`src/rtl/xor_arbiter.sv`:
```
// Four-requester round-robin arbiter sharing one registered WIDTH-bit XOR unit.
// Grant is combinational in IDLE; the result is registered and held until accepted.
module xor_arbiter #(
  parameter int unsigned WIDTH = 8
) (
  input  logic                 CLK,
  input  logic                 RST_N,
  input  logic [3:0]           req_valid,
  output logic [3:0]           req_ready,
  input  logic [4*WIDTH-1:0]   req_a,
  input  logic [4*WIDTH-1:0]   req_b,
  output logic                 resp_valid,
  input  logic                 resp_ready,
  output logic [WIDTH-1:0]     resp_data,
  output logic [1:0]           resp_id,
  output logic                 busy
);

  localparam int unsigned NUM_REQ = 4;

  typedef enum logic [1:0] {
    IDLE    = 2'd0,
    COMPUTE = 2'd1,
    RESP    = 2'd2
  } state_t;

  state_t           state;
  logic [1:0]       last_grant;
  logic [1:0]       grant_id;
  logic [WIDTH-1:0] lat_a;
  logic [WIDTH-1:0] lat_b;

  logic [WIDTH-1:0] a_arr [NUM_REQ];
  logic [WIDTH-1:0] b_arr [NUM_REQ];
  logic [1:0]       grant_idx_c;
  logic             grant_any_c;
  logic [1:0]       search_idx;

  for (genvar i = 0; i < NUM_REQ; i++) begin : g_unpack
    assign a_arr[i] = req_a[i*WIDTH +: WIDTH];
    assign b_arr[i] = req_b[i*WIDTH +: WIDTH];
  end

  // Round-robin search starting one past the last completed grant
  always_comb begin
    grant_idx_c = 2'd0;
    grant_any_c = 1'b0;
    search_idx  = 2'd0;
    for (int k = 0; k < NUM_REQ; k++) begin
      search_idx = 2'(last_grant + 2'(k + 1));
      if (!grant_any_c && req_valid[search_idx]) begin
        grant_any_c = 1'b1;
        grant_idx_c = search_idx;
      end
    end
  end

  assign req_ready = (RST_N && state == IDLE && grant_any_c) ? (4'b0001 << grant_idx_c) : 4'b0000;

  always_ff @(posedge CLK or negedge RST_N) begin
    if (!RST_N) begin
      state      <= IDLE;
      last_grant <= 2'd3;
      grant_id   <= 2'd0;
      lat_a      <= '0;
      lat_b      <= '0;
      resp_data  <= '0;
      resp_id    <= 2'd0;
      resp_valid <= 1'b0;
      busy       <= 1'b0;
    end else begin
      case (state)
        IDLE: begin
          if (grant_any_c) begin
            lat_a    <= a_arr[grant_idx_c];
            lat_b    <= b_arr[grant_idx_c];
            grant_id <= grant_idx_c;
            busy     <= 1'b1;
            state    <= COMPUTE;
          end
        end
        COMPUTE: begin
          resp_data  <= lat_a ^ lat_b;
          resp_id    <= grant_id;
          resp_valid <= 1'b1;
          state      <= RESP;
        end
        RESP: begin
          // Result and id stay frozen until the consumer takes them
          if (resp_ready) begin
            resp_valid <= 1'b0;
            busy       <= 1'b0;
            last_grant <= grant_id;
            state      <= IDLE;
          end
        end
        default: begin
          resp_valid <= 1'b0;
          busy       <= 1'b0;
          state      <= IDLE;
        end
      endcase
    end
  end

endmodule

```
`config.mk`:
```
export PLATFORM = sky130hd
export DESIGN_NAME = xor_arbiter
export DESIGN_NICKNAME = d
export VERILOG_FILES = /design/src/rtl/xor_arbiter.sv
export SDC_FILE = /design/constraint.sdc
export NUM_CORES = 1
export LEC_CHECK = 0
export ABC_AREA = 1
export CAP_MARGIN = 40
export CORE_ASPECT_RATIO = 0.6
export CORE_MARGIN = 2
export CORE_UTILIZATION = 40
export CTS_CLUSTER_SIZE = 8
export DETAILED_ROUTE_END_ITERATION = 10
export PLACE_DENSITY = 0.76
export RECOVER_POWER = 25
export SETUP_SLACK_MARGIN = 0.15
export SYNTH_ARGS = -nofsm -noshare
export SYNTH_HDL_FRONTEND = slang
export SYNTH_SLANG_ARGS = --single-unit
```
`constraint.sdc`:
```
create_clock -name CLK -period 2.15 [get_ports CLK]
set_input_delay 0.43 -clock CLK [delete_from_list [all_inputs] [get_ports CLK]]
set_output_delay 0.43 -clock CLK [all_outputs]
set_load 0.05 [all_outputs]
```
==> impl_metrics.csv, run 1 <==
group,metric,value,unit
die,initial_core_util,0.415,
cts,root_buffer,"sky130_fd_sc_hd__clkbuf_8",
placement,dp_hpwl,5120,um
run_status,failing_checks,"negative setup slack",
drt,wl_cell,13.1,um
cts,clock_pin_transition_on_the_worst_setup_and_hold_timing_paths,0.07,ns
placement,pre_cts_ws,-0.467,ns
sta,report.final.slew_viol_count,0,
cells_and_area,fin_util,0.673,
cells_and_area,finalNetCount,544,
min_path,hp-class,"primary input to async pin",
drt,firstDrtPassIters,4,
logic_synthesis,synthesis.nets,434,
power,power.density_cell_area,1940,nW/um2
global_routing,grt_max_degree,35,
worst_setup_path,setup.worst_path.start_class,"flip-flop",
global_routing,initial_antenna_violation_count,0,
sta,clock-skew-final,0.00487,ns
logic_synthesis,yosys.cell_count.top_type,"sky130_fd_sc_hd__nand2_1",
die,die_y,63.1,um
logic_synthesis,yosys.cell_types.count,20,
global_routing,grt_pass1_wl,11500,um
global_routing,grt_pass1_vias,2488,
sta,final-setup-viol-count,20,
drt,drt_iter0_markers,172,
power,post-layout-total-power,7.31,mW
worst_setup_path,crit_required,1.72,ns
placement,dpl.cell_count,532,
logic_synthesis,yosys_most_used_dff,"sky130_fd_sc_hd__dfrtp_1",
cts,cts.htree.levels,2,
sta,timing.final.crit_share,1.24,
cts,cts_buffers,5,
sta,slew_headroom,0.454,
cells_and_area,layout-area-overhead-vs-synth,62.1,%
run_status,result_of_the_run,"finished with violations",
placement,detailed_place.area,3420,um2
global_routing,global_route.overflow_total,0,
power,ir_worst_vdd,0.945,mV
cts,tritoncts,"yes",
sta,worst_slew_pin_slew,0.819,ns
cts,cts_hold_repair.buffers,0,
flow_run,cap_violations,0,
worst_setup_path,reg2reg_from,"last_grant[0]",
cells_and_area,final_cells,554,
worst_setup_path,critPathKind,"flip-flop to primary output",
worst_setup_path,crit-reg2reg-capture,"lat_b[1]",
die,die_area,6460,um2
worst_setup_path,critPathMaxFanout,4,
logic_synthesis,post_synth_instance_area,2320,um2
die,design.core.area,5600,um2
logic_synthesis,top_cell_type_s_share_of_synthesized_area,0.347,
sta,tns,-7.49,ns
die,dieWidth,102,um
placement,gp_congestion,0.864,
logic_synthesis,synth_largest_area_cell,"sky130_fd_sc_hd__nand2_1",
logic_synthesis,synth_sequential_area_ratio,0.367,
cts,clock_path_buffers,2,
worst_setup_path,crit_path_start,"last_grant[0]",
die,std_cell_rows,21,
worst_setup_path,setup_slack_of_the_worst_register_to_register_path,-0.45,ns
drt,postRouteWirelength,7240,um
sta,max_freq,376,MHz
logic_synthesis,synth_seq_cells,34,
sta,finalWorstPathRequiredPeriod,2.66,ns
cts,clock_latency,0.28,ns
logic_synthesis,post_synth_edffs,0,
logic_synthesis,synth.avg_cell_area,6.40,um2
drt,vias_per_cell,4.78,
logic_synthesis,yosys-top-cells-area,"sky130_fd_sc_hd__nand2_1 (35%), sky130_fd_sc_hd__dfrtp_1 (34%), sky130_fd_sc_hd__nand3_1 (8.2%)",
sta,hold-worst-slack,0.457,ns
sta,hold_viol_final,0,
sta,layout_setup_ws,-0.513,ns
sta,rsz0062_at_grt,"true",
worst_setup_path,worstSetupEndpoint,"req_ready[1]",
cells_and_area,post_route_design_area,3770,um2
cells_and_area,antennaDiodeCount,0,
worst_setup_path,reg2regPathDepth,20,
drt,detailroute.via_count,2648,
logic_synthesis,proportion_of_synthesized_flip_flops_having_asynchronous_set_or_reset,1.00,
die,io-pin-count,87,
worst_setup_path,endpoint_kind,"primary output",
placement,port_buffers,86,
worst_setup_path,arrival,2.23,ns
cts,cts.sinks,34,
drt,ant_nets,0,
logic_synthesis,ys_top_cells_by_count,"sky130_fd_sc_hd__nand2_1 (215), sky130_fd_sc_hd__nand3_1 (38), sky130_fd_sc_hd__dfrtp_1 (32)",
logic_synthesis,synth.yosys.warnings,0,
power,p_leak,1.89,nW
cells_and_area,drive_above_1_share,0.200,
logic_synthesis,syn_inst,363,
global_routing,grt_usage,0.225,
drt,drt_drc_violations_left,0,
cell type report:
class                           instances  area, um2
Sequential cell                        34        853
Tap cell                               80        100
Fill cell                             483       1830
Inverter                               14       63.8
Timing Repair Buffer                  122       1210
Multi-Input combinational cell        296       1450
Clock inverter                          1       5.00
Clock buffer                            7       86.3
where the power goes:
part           internal [mW]  switching (mW)
clock                  0.258           0.223
sequential             0.968           0.197
combinational           2.26            3.40
total                   3.49            3.82
worst max-delay path, stage by stage, from the launching register on:
cell and delay [ns]:
sky130_fd_sc_hd__dfstp_2 0.60, sky130_fd_sc_hd__buf_4 0.14, sky130_fd_sc_hd__nand2_1 0.09, sky130_fd_sc_hd__nand2_4 0.11, sky130_fd_sc_hd__nand2_2 0.08, sky130_fd_sc_hd__nand2_4 0.09
sky130_fd_sc_hd__inv_2 0.06, sky130_fd_sc_hd__nand3_4 0.11, sky130_fd_sc_hd__nand3_4 0.12, sky130_fd_sc_hd__buf_4 0.18, sky130_fd_sc_hd__nor3_4 0.22, sky130_fd_sc_hd__buf_12 0.16
worst min path at each step:
stage	startpoint	end	slack, ns	depth (start not counted)
after global routing	lat_b[3]	lat_b[3]	0.52	2
after CTS	RST_N	resp_id[0]	0.26	2
final	RST_N	lat_a[0]	0.46	2
after detailed placement	resp_data[1]	resp_data[1]	0.48	2
after floorplan	RST_N	busy	0.13	0
after global placement	resp_id[1]	resp_id[1]	0.47	2
sequential cells by signal, indices dropped and copies added, names as in the netlist:
register / cells
lat_b: 8
last_grant: 2
resp_valid: 1
busy: 1
resp_id: 2
state: 2
grant_id: 2
resp_data: 8
lat_a: 8
metal layers:
metal  track usage  vias up  part of all wire
li1              -     1354                 -
met1         0.316     1208              0.45
met2         0.363       84              0.48
met3        0.0599        2             0.070
met4        0.0217        0            0.0022
met5             0        -                 0
cell usage in the layout, fill, tap and decap left out, drive strengths merged:
cell type / n
nor2: 5
clkdlybuf4s50: 81
buf: 40
clkbuf: 8
xnor2: 8
inv: 13
clkinv: 2
dfrtp: 32
nor3: 6
o21ai: 17
a31oi: 1
dfstp: 2
nand2: 219
nand3: 40
cells by family (layout without fill, tap and decap cells):
group	Yosys count	count (layout)	share of synthesized area
xor gates and xnor gates	8	8	0.0301
DFF	34	34	0.367
AOI/OAI and AO/OA	18	18	0.0393
buffers and inverters	33	144	0.0823
and+or+nand+nor	270	270	0.481
repair_timing:
action                                  CTS  global route
pin swaps                                11             9
endpoints found under the setup margin   21            21
buffers inserted                         11             3
gates resized for setup                  28            20
(Power assumes the default switching activity.)
==> run 2: changes to the inputs <==
--- a/config.mk
+++ b/config.mk
@@ -12,6 +12,7 @@
 export CORE_UTILIZATION = 40
 export CTS_CLUSTER_SIZE = 8
 export DETAILED_ROUTE_END_ITERATION = 10
+export GPL_TIMING_DRIVEN = 0
 export PLACE_DENSITY = 0.76
 export RECOVER_POWER = 25
 export SETUP_SLACK_MARGIN = 0.15
==> constraint.sdc (replaced) <==
create_clock -name CLK -period 2.4 [get_ports CLK]
set_input_delay 0.48 -clock CLK [delete_from_list [all_inputs] [get_ports CLK]]
set_output_delay 0.48 -clock CLK [all_outputs]
set_load 0.05 [all_outputs]
==> impl_metrics.csv, run 2 (synthesized netlist as in run 1, its figures left out) <==
group,metric,value,unit
global_routing,grt_busiest_layer,"met2",
drt,detailroute.via_count,2643,
cts,cts.sinks,34,
die,io-pin-count,87,
run_status,result_of_the_run,"finished with violations",
drt,drt_iter0_markers,109,
sta,worst_slew_pin_slew,0.846,ns
sta,final-setup-viol-count,4,
worst_setup_path,critPathKind,"flip-flop to primary output",
die,dieWidth,102,um
cells_and_area,fillers,504,
flow_run,cap_violations,0,
cts,clock_path_buffers,2,
power,clkPwrFrac,0.067,
sta,tns,-1.16,ns
worst_setup_path,arrival,2.22,ns
power,post-layout-total-power,6.39,mW
worst_setup_path,crit_path_cell_trace,"buf_12 > nand2_2 > nand2_2 > nand2_2 > nand2_4 > nor2_4 > nand3_1 > nand2_1 > nor2_2 > inv_2 > buf_8 > nor3_4 > buf_6",
worst_setup_path,cpMaxStageDelayCell,"sky130_fd_sc_hd__dfstp_2",
cts,clock_latency,0.28,ns
cells_and_area,fin_util,0.655,
sta,timing.final.crit_share,1.12,
run_status,failing_checks,"negative setup slack",
die,initial_core_util,0.415,
global_routing,grt_pass1_vias,2632,
cts,clock_pin_transition_on_the_worst_setup_and_hold_timing_paths,0.07,ns
worst_setup_path,endpoint_kind,"primary output",
die,die_area,6460,um2
drt,drt_drc_violations_left,0,
sta,layout_setup_ws,-0.296,ns
sta,report.final.slew_viol_count,0,
sta,rsz0062_at_grt,"true",
drt,postRouteWirelength,7160,um
placement,gp_congestion,0.860,
worst_setup_path,reg2reg_from,"last_grant[0]",
placement,pre_cts_ws,-1.08,ns
global_routing,grt_usage,0.239,
worst_setup_path,setup.worst_path.start_class,"flip-flop",
power,sequentialPowerShare,0.163,
cells_and_area,drive_above_1_share,0.181,
drt,vias_per_cell,4.76,
placement,dpl.cell_count,529,
worst_setup_path,crit_path_start,"last_grant[1]",
worst_setup_path,cpMostUsedCell,"sky130_fd_sc_hd__nand2_2",
cells_and_area,layout_top_registers,"lat_a: 8 flops, lat_b: 8 flops, resp_data: 8 flops",
sta,slew_headroom,0.436,
power,combinational_share_of_power,0.770,
die,design.core.area,5600,um2
cells_and_area,layout.cells.most_common,"sky130_fd_sc_hd__nand2_1",
global_routing,groute.layer.met1.usage,0.337,
global_routing,initial_antenna_violation_count,0,
drt,ant_nets,0,
worst_setup_path,crit_path_max_incr_delay,0.60,ns
global_routing,global_route.overflow_total,0,
power,p_leak,1.87,nW
sta,finalWorstPathRequiredPeriod,2.70,ns
cells_and_area,layout-area-overhead-vs-synth,57.6,%
sta,hold_viol_final,0,
cells_and_area,final_cells,555,
global_routing,grt_max_degree,36,
die,die_y,63.1,um
cts,root_buffer,"sky130_fd_sc_hd__clkbuf_8",
cells_and_area,finalNetCount,545,
sta,max_freq,371,MHz
power,power.density_cell_area,1740,nW/um2
worst_setup_path,critPathMaxFanout,5,
worst_setup_path,cpLargestDelayFamily,"simple AND/OR/NAND/NOR gates",
die,std_cell_rows,21,
worst_setup_path,critical_path_buffers_and_inverters,4,
placement,port_buffers,86,
sta,clock-skew-final,0.00620,ns
drt,wl_cell,12.9,um
power,switching_power,3.36,mW
cts,cts.htree.levels,2,
cts,tritoncts,"yes",
power,internal-power,3.03,mW
min_path,hp-class,"primary input to async pin",
placement,dp_hpwl,5250,um
cells_and_area,final_cell_mix,"sky130_fd_sc_hd__nand2_1 (198), sky130_fd_sc_hd__clkdlybuf4s50_1 (79), sky130_fd_sc_hd__nand3_1 (38)",
cts,cts_buffers,5,
drt,firstDrtPassIters,4,
global_routing,gr-usage-met2,0.373,
cells_and_area,antennaDiodeCount,0,
global_routing,grt_pass1_wl,12100,um
power,ir_worst_vdd,0.892,mV
power,swShare,0.526,
global_routing,grtUsageMet3,0.0622,
worst_setup_path,crit_required,1.92,ns
==> run 2: cell count changes in the layout (fill, tap and decap cells not counted), sizes merged <==
cell / previous run / this run
clkdlybuf4s50: 81 / 79
clkbuf: 8 / 9
dlygate4sd2: 0 / 1
dlymetal6s2s: 0 / 1
==> run 2: area by class of cell <==
| class | instances | area [um2] | share of cell area |
|---|---|---|---|
| Multi-Input combinational cell | 296 | 1390 | 0.378 |
| Clock inverter | 1 | 5.00 | 0.00137 |
| Clock buffer | 7 | 86.3 | 0.0236 |
| Timing Repair Buffer | 104 | 1010 | 0.276 |
| Inverter | 14 | 58.8 | 0.0161 |
| Buffer | 19 | 164 | 0.0447 |
| Sequential cell | 34 | 853 | 0.233 |
| Tap cell | 80 | 100 | 0.0273 |
==> run 2: worst register-to-register path, delay by kind of cell, from the launching register on <==
| kind | cells | cell delay, ns |
|---|---|---|
| and+or+nand+nor | 13 | 1.03 |
| buffers and inverters | 3 | 0.46 |
| DFF | 1 | 0.56 |
==> run 2: through the flow <==
step | cell area [um2] | hold slack, ns
2_1_floorplan | 2380 | 0.184
3_3_place_gp | 3350 | 0.468
6_report | 3660 | 0.299
5_1_grt | 3660 | 0.348
3_5_place_dp | 3340 | 0.472
4_1_cts | 3630 | 0.319
==> run 2: routing by layer <==
metal,part of all wire,wire length [um]
met3,0.075,537
met5,0,0
met2,0.44,3170
met1,0.47,3390
met4,0.0088,63
==> run 2: path summary, 6_finish.rpt <==
path / to / slack, ns / cells after the start
max: req_ready[0] / -0.30 / 13
min: resp_id[0] / 0.30 / 1
max reg2reg: lat_a[7] / 0.22 / 16
min reg2reg: resp_data[6] / 0.48 / 2
max in group asynchronous: resp_data[5] / 1.57 / 1
min in group CLK: resp_data[6] / 0.48 / 2
==> run 2: power groups by stage <==
stage	registers [mW]	clock network, mW	logic, mW
final	1.04	0.430	4.92
after global routing	1.07	0.464	5.47
after CTS	1.04	0.441	4.84
after detailed placement	1.05	0	4.27
after global placement	1.05	0	4.18
after floorplan	1.34	0	2.90
==> run 2: timing repair <==
| item | CTS | global route |
|---|---|---|
| endpoints found under the setup margin | 4 | 16 |
| hold buffers | 0 | 0 |
| pin swaps | 10 | 10 |
| resized for setup | 46 | 11 |
| setup buffers | 17 | 1 |
==> run 3: changes to the inputs <==
--- a/config.mk
+++ b/config.mk
@@ -7,13 +7,15 @@
 export LEC_CHECK = 0
 export ABC_AREA = 1
 export CAP_MARGIN = 40
+export CELL_PAD_IN_SITES_DETAIL_PLACEMENT = 1
+export CELL_PAD_IN_SITES_GLOBAL_PLACEMENT = 1
 export CORE_ASPECT_RATIO = 0.6
 export CORE_MARGIN = 2
-export CORE_UTILIZATION = 40
+export CORE_UTILIZATION = 27
 export CTS_CLUSTER_SIZE = 8
 export DETAILED_ROUTE_END_ITERATION = 10
 export GPL_TIMING_DRIVEN = 0
-export PLACE_DENSITY = 0.76
+export PLACE_DENSITY_LB_ADDON = 0.1
 export RECOVER_POWER = 25
 export SETUP_SLACK_MARGIN = 0.15
 export SYNTH_ARGS = -nofsm -noshare
==> impl_metrics.csv, run 3 (synthesized netlist as in run 1, its figures left out) <==
group,metric,value,unit
run_status,result_of_the_run,"finished with violations",
run_status,failing_checks,"negative setup slack",
worst_setup_path,arrival,2.25,ns
die,dieWidth,124,um
die,design.core.area,8430,um2
drt,route.layer.met1.wl,4150,um
sta,hold_viol_final,0,
sta,tns,-1.26,ns
cells_and_area,final_cell_mix,"sky130_fd_sc_hd__nand2_1 (201), sky130_fd_sc_hd__clkdlybuf4s50_1 (77), sky130_fd_sc_hd__nand3_1 (35)",
sta,slew_headroom,0.652,
sta,final-setup-viol-count,4,
worst_setup_path,cpMaxStageDelayCell,"sky130_fd_sc_hd__dfstp_2",
placement,port_buffers,86,
drt,postRouteWirelength,8790,um
cells_and_area,finalNetCount,550,
cells_and_area,layout_top_registers,"lat_a: 8 flops, lat_b: 8 flops, resp_data: 8 flops",
worst_setup_path,critical_path_buffers_and_inverters,4,
drt,ant_nets,0,
placement,dp_hpwl,6710,um
sta,worst_slew_pin_slew,0.520,ns
cts,clock_pin_transition_on_the_worst_setup_and_hold_timing_paths,0.06,ns
drt,wl_cell,14.8,um
drt,vias_per_cell,4.58,
global_routing,global_route.overflow_total,0,
sta,layout_setup_ws,-0.330,ns
sta,timing.final.crit_share,1.14,
drt,wl_met3,420,um
cts,root_buffer,"sky130_fd_sc_hd__clkbuf_16",
cts,cts.sinks,34,
cells_and_area,drive_above_1_share,0.192,
flow_run,cap_violations,0,
worst_setup_path,setup.worst_path.start_class,"flip-flop",
cts,cts.htree.levels,2,
cts,cts_buffers,5,
cells_and_area,layout-area-overhead-vs-synth,65.6,%
cts,tritoncts,"yes",
drt,top_signal_layer_used,"met4",
global_routing,grt_pass1_vias,2850,
drt,routed_wire_length_on_met2,4160,um
sta,clock-skew-final,0.00400,ns
min_path,hp-class,"primary input to async pin",
power,power.density_cell_area,1800,nW/um2
die,io-pin-count,87,
cells_and_area,layout.cells.most_common,"sky130_fd_sc_hd__nand2_1",
sta,max_freq,366,MHz
cells_and_area,antennaDiodeCount,0,
die,die_y,75.9,um
sta,rsz0062_at_grt,"true",
cts,clock_latency,0.28,ns
placement,gp_congestion,0.819,
worst_setup_path,critPathKind,"flip-flop to primary output",
drt,drt_drc_violations_left,0,
worst_setup_path,critPathMaxFanout,8,
die,std_cell_rows,26,
cells_and_area,post_route_design_area,3850,um2
power,ir_worst_vdd,0.542,mV
sta,report.final.slew_viol_count,0,
placement,detailed_place.area,3400,um2
die,initial_core_util,0.276,
global_routing,grt_usage,0.200,
drt,drt_iter0_markers,56,
power,p_leak,1.94,nW
global_routing,grt_max_degree,31,
cts,clock_path_buffers,2,
global_routing,initial_antenna_violation_count,0,
die,die_area,9390,um2
global_routing,grt_pass1_wl,14000,um
worst_setup_path,cpLargestDelayFamily,"simple AND/OR/NAND/NOR gates",
drt,detailroute.via_count,2711,
placement,pre_cts_ws,-1.17,ns
worst_setup_path,crit_path_cell_trace,"inv_4 > nand2_4 > nand2_4 > nand2_2 > nand2_2 > nor2_4 > nand3_4 > nand3_4 > buf_8 > inv_6 > nor3_4 > buf_6",
worst_setup_path,crit_path_max_incr_delay,0.57,ns
drt,firstDrtPassIters,4,
power,post-layout-total-power,6.93,mW
worst_setup_path,crit_required,1.92,ns
sta,finalWorstPathRequiredPeriod,2.73,ns
worst_setup_path,endpoint_kind,"primary output",
==> run 3: changes by cell type in the layout (fill, tap and decap cells not counted), moves of 2 or more <==
cell / change
sky130_fd_sc_hd__clkdlybuf4s50_1: -2
sky130_fd_sc_hd__nand3_2: +3
sky130_fd_sc_hd__nand2_1: +3
sky130_fd_sc_hd__clkbuf_8: -6
sky130_fd_sc_hd__dlygate4sd2_1: +3
sky130_fd_sc_hd__buf_4: +3
sky130_fd_sc_hd__buf_6: +2
sky130_fd_sc_hd__clkbuf_16: +5
sky130_fd_sc_hd__nand2_2: -4
sky130_fd_sc_hd__nand3_1: -3
==> run 3: power by group <==
group | switching, mW | total (mW) | internal (mW)
clock | 0.238 | 0.723 | 0.485
sequential | 0.178 | 1.05 | 0.868
combinational | 3.15 | 5.16 | 2.02
total | 3.56 | 6.93 | 3.37
==> run 3: per-layer routing <==
layer,track usage,vias up
li1,-,1361
met5,0,-
met3,0.0554,7
met2,0.357,53
met1,0.250,1290
met4,0.0316,0
==> run 3: cell type report <==
| cell class | count | area (um2) |
|---|---|---|
| Sequential cell | 34 | 853 |
| Multi-Input combinational cell | 296 | 1400 |
| Clock inverter | 3 | 40.0 |
| Clock buffer | 5 | 125 |
| Tap cell | 112 | 140 |
| Inverter | 14 | 63.8 |
| Buffer | 19 | 179 |
| Fill cell | 1064 | 4580 |
| Timing Repair Buffer | 109 | 1050 |
==> run 3: final timing paths <==
path                               start             to  slack, ns  cells after the start
max reg2reg                last_grant[0]       lat_a[1]       0.23                     16
max                        last_grant[0]   req_ready[0]      -0.33                     12
min in group CLK            resp_data[2]   resp_data[2]       0.48                      2
min                                RST_N     resp_id[0]       0.02                      1
min reg2reg                 resp_data[2]   resp_data[2]       0.48                      2
max in group asynchronous          RST_N  last_grant[1]       1.90                      2
==> run 3: repair_timing <==
item                                   CTS  global route
buffers inserted                        19             2
hold buffers                             0             0
setup endpoints to repair                4            20
pin swaps                               15             5
gates cloned                             0             1
endpoints found under the hold margin    0             0
gates resized for setup                 54            16
==> run 3: stage by stage <==
step,util,cells,hold WS (ns)
6_report,0.457,592,0.0245
3_3_place_gp,0.402,561,0.469
3_5_place_dp,0.404,562,0.321
2_1_floorplan,-,363,0.184
4_1_cts,0.448,589,0.0226
5_1_grt,0.457,592,0.0212
==> run 3: worst reg2reg max path, delay by kind of cell (launching register included) <==
family                 cells  cell delay (ns)
buffers and inverters      4             0.50
and+or+nand+nor           12             0.99
DFF                        1             0.57
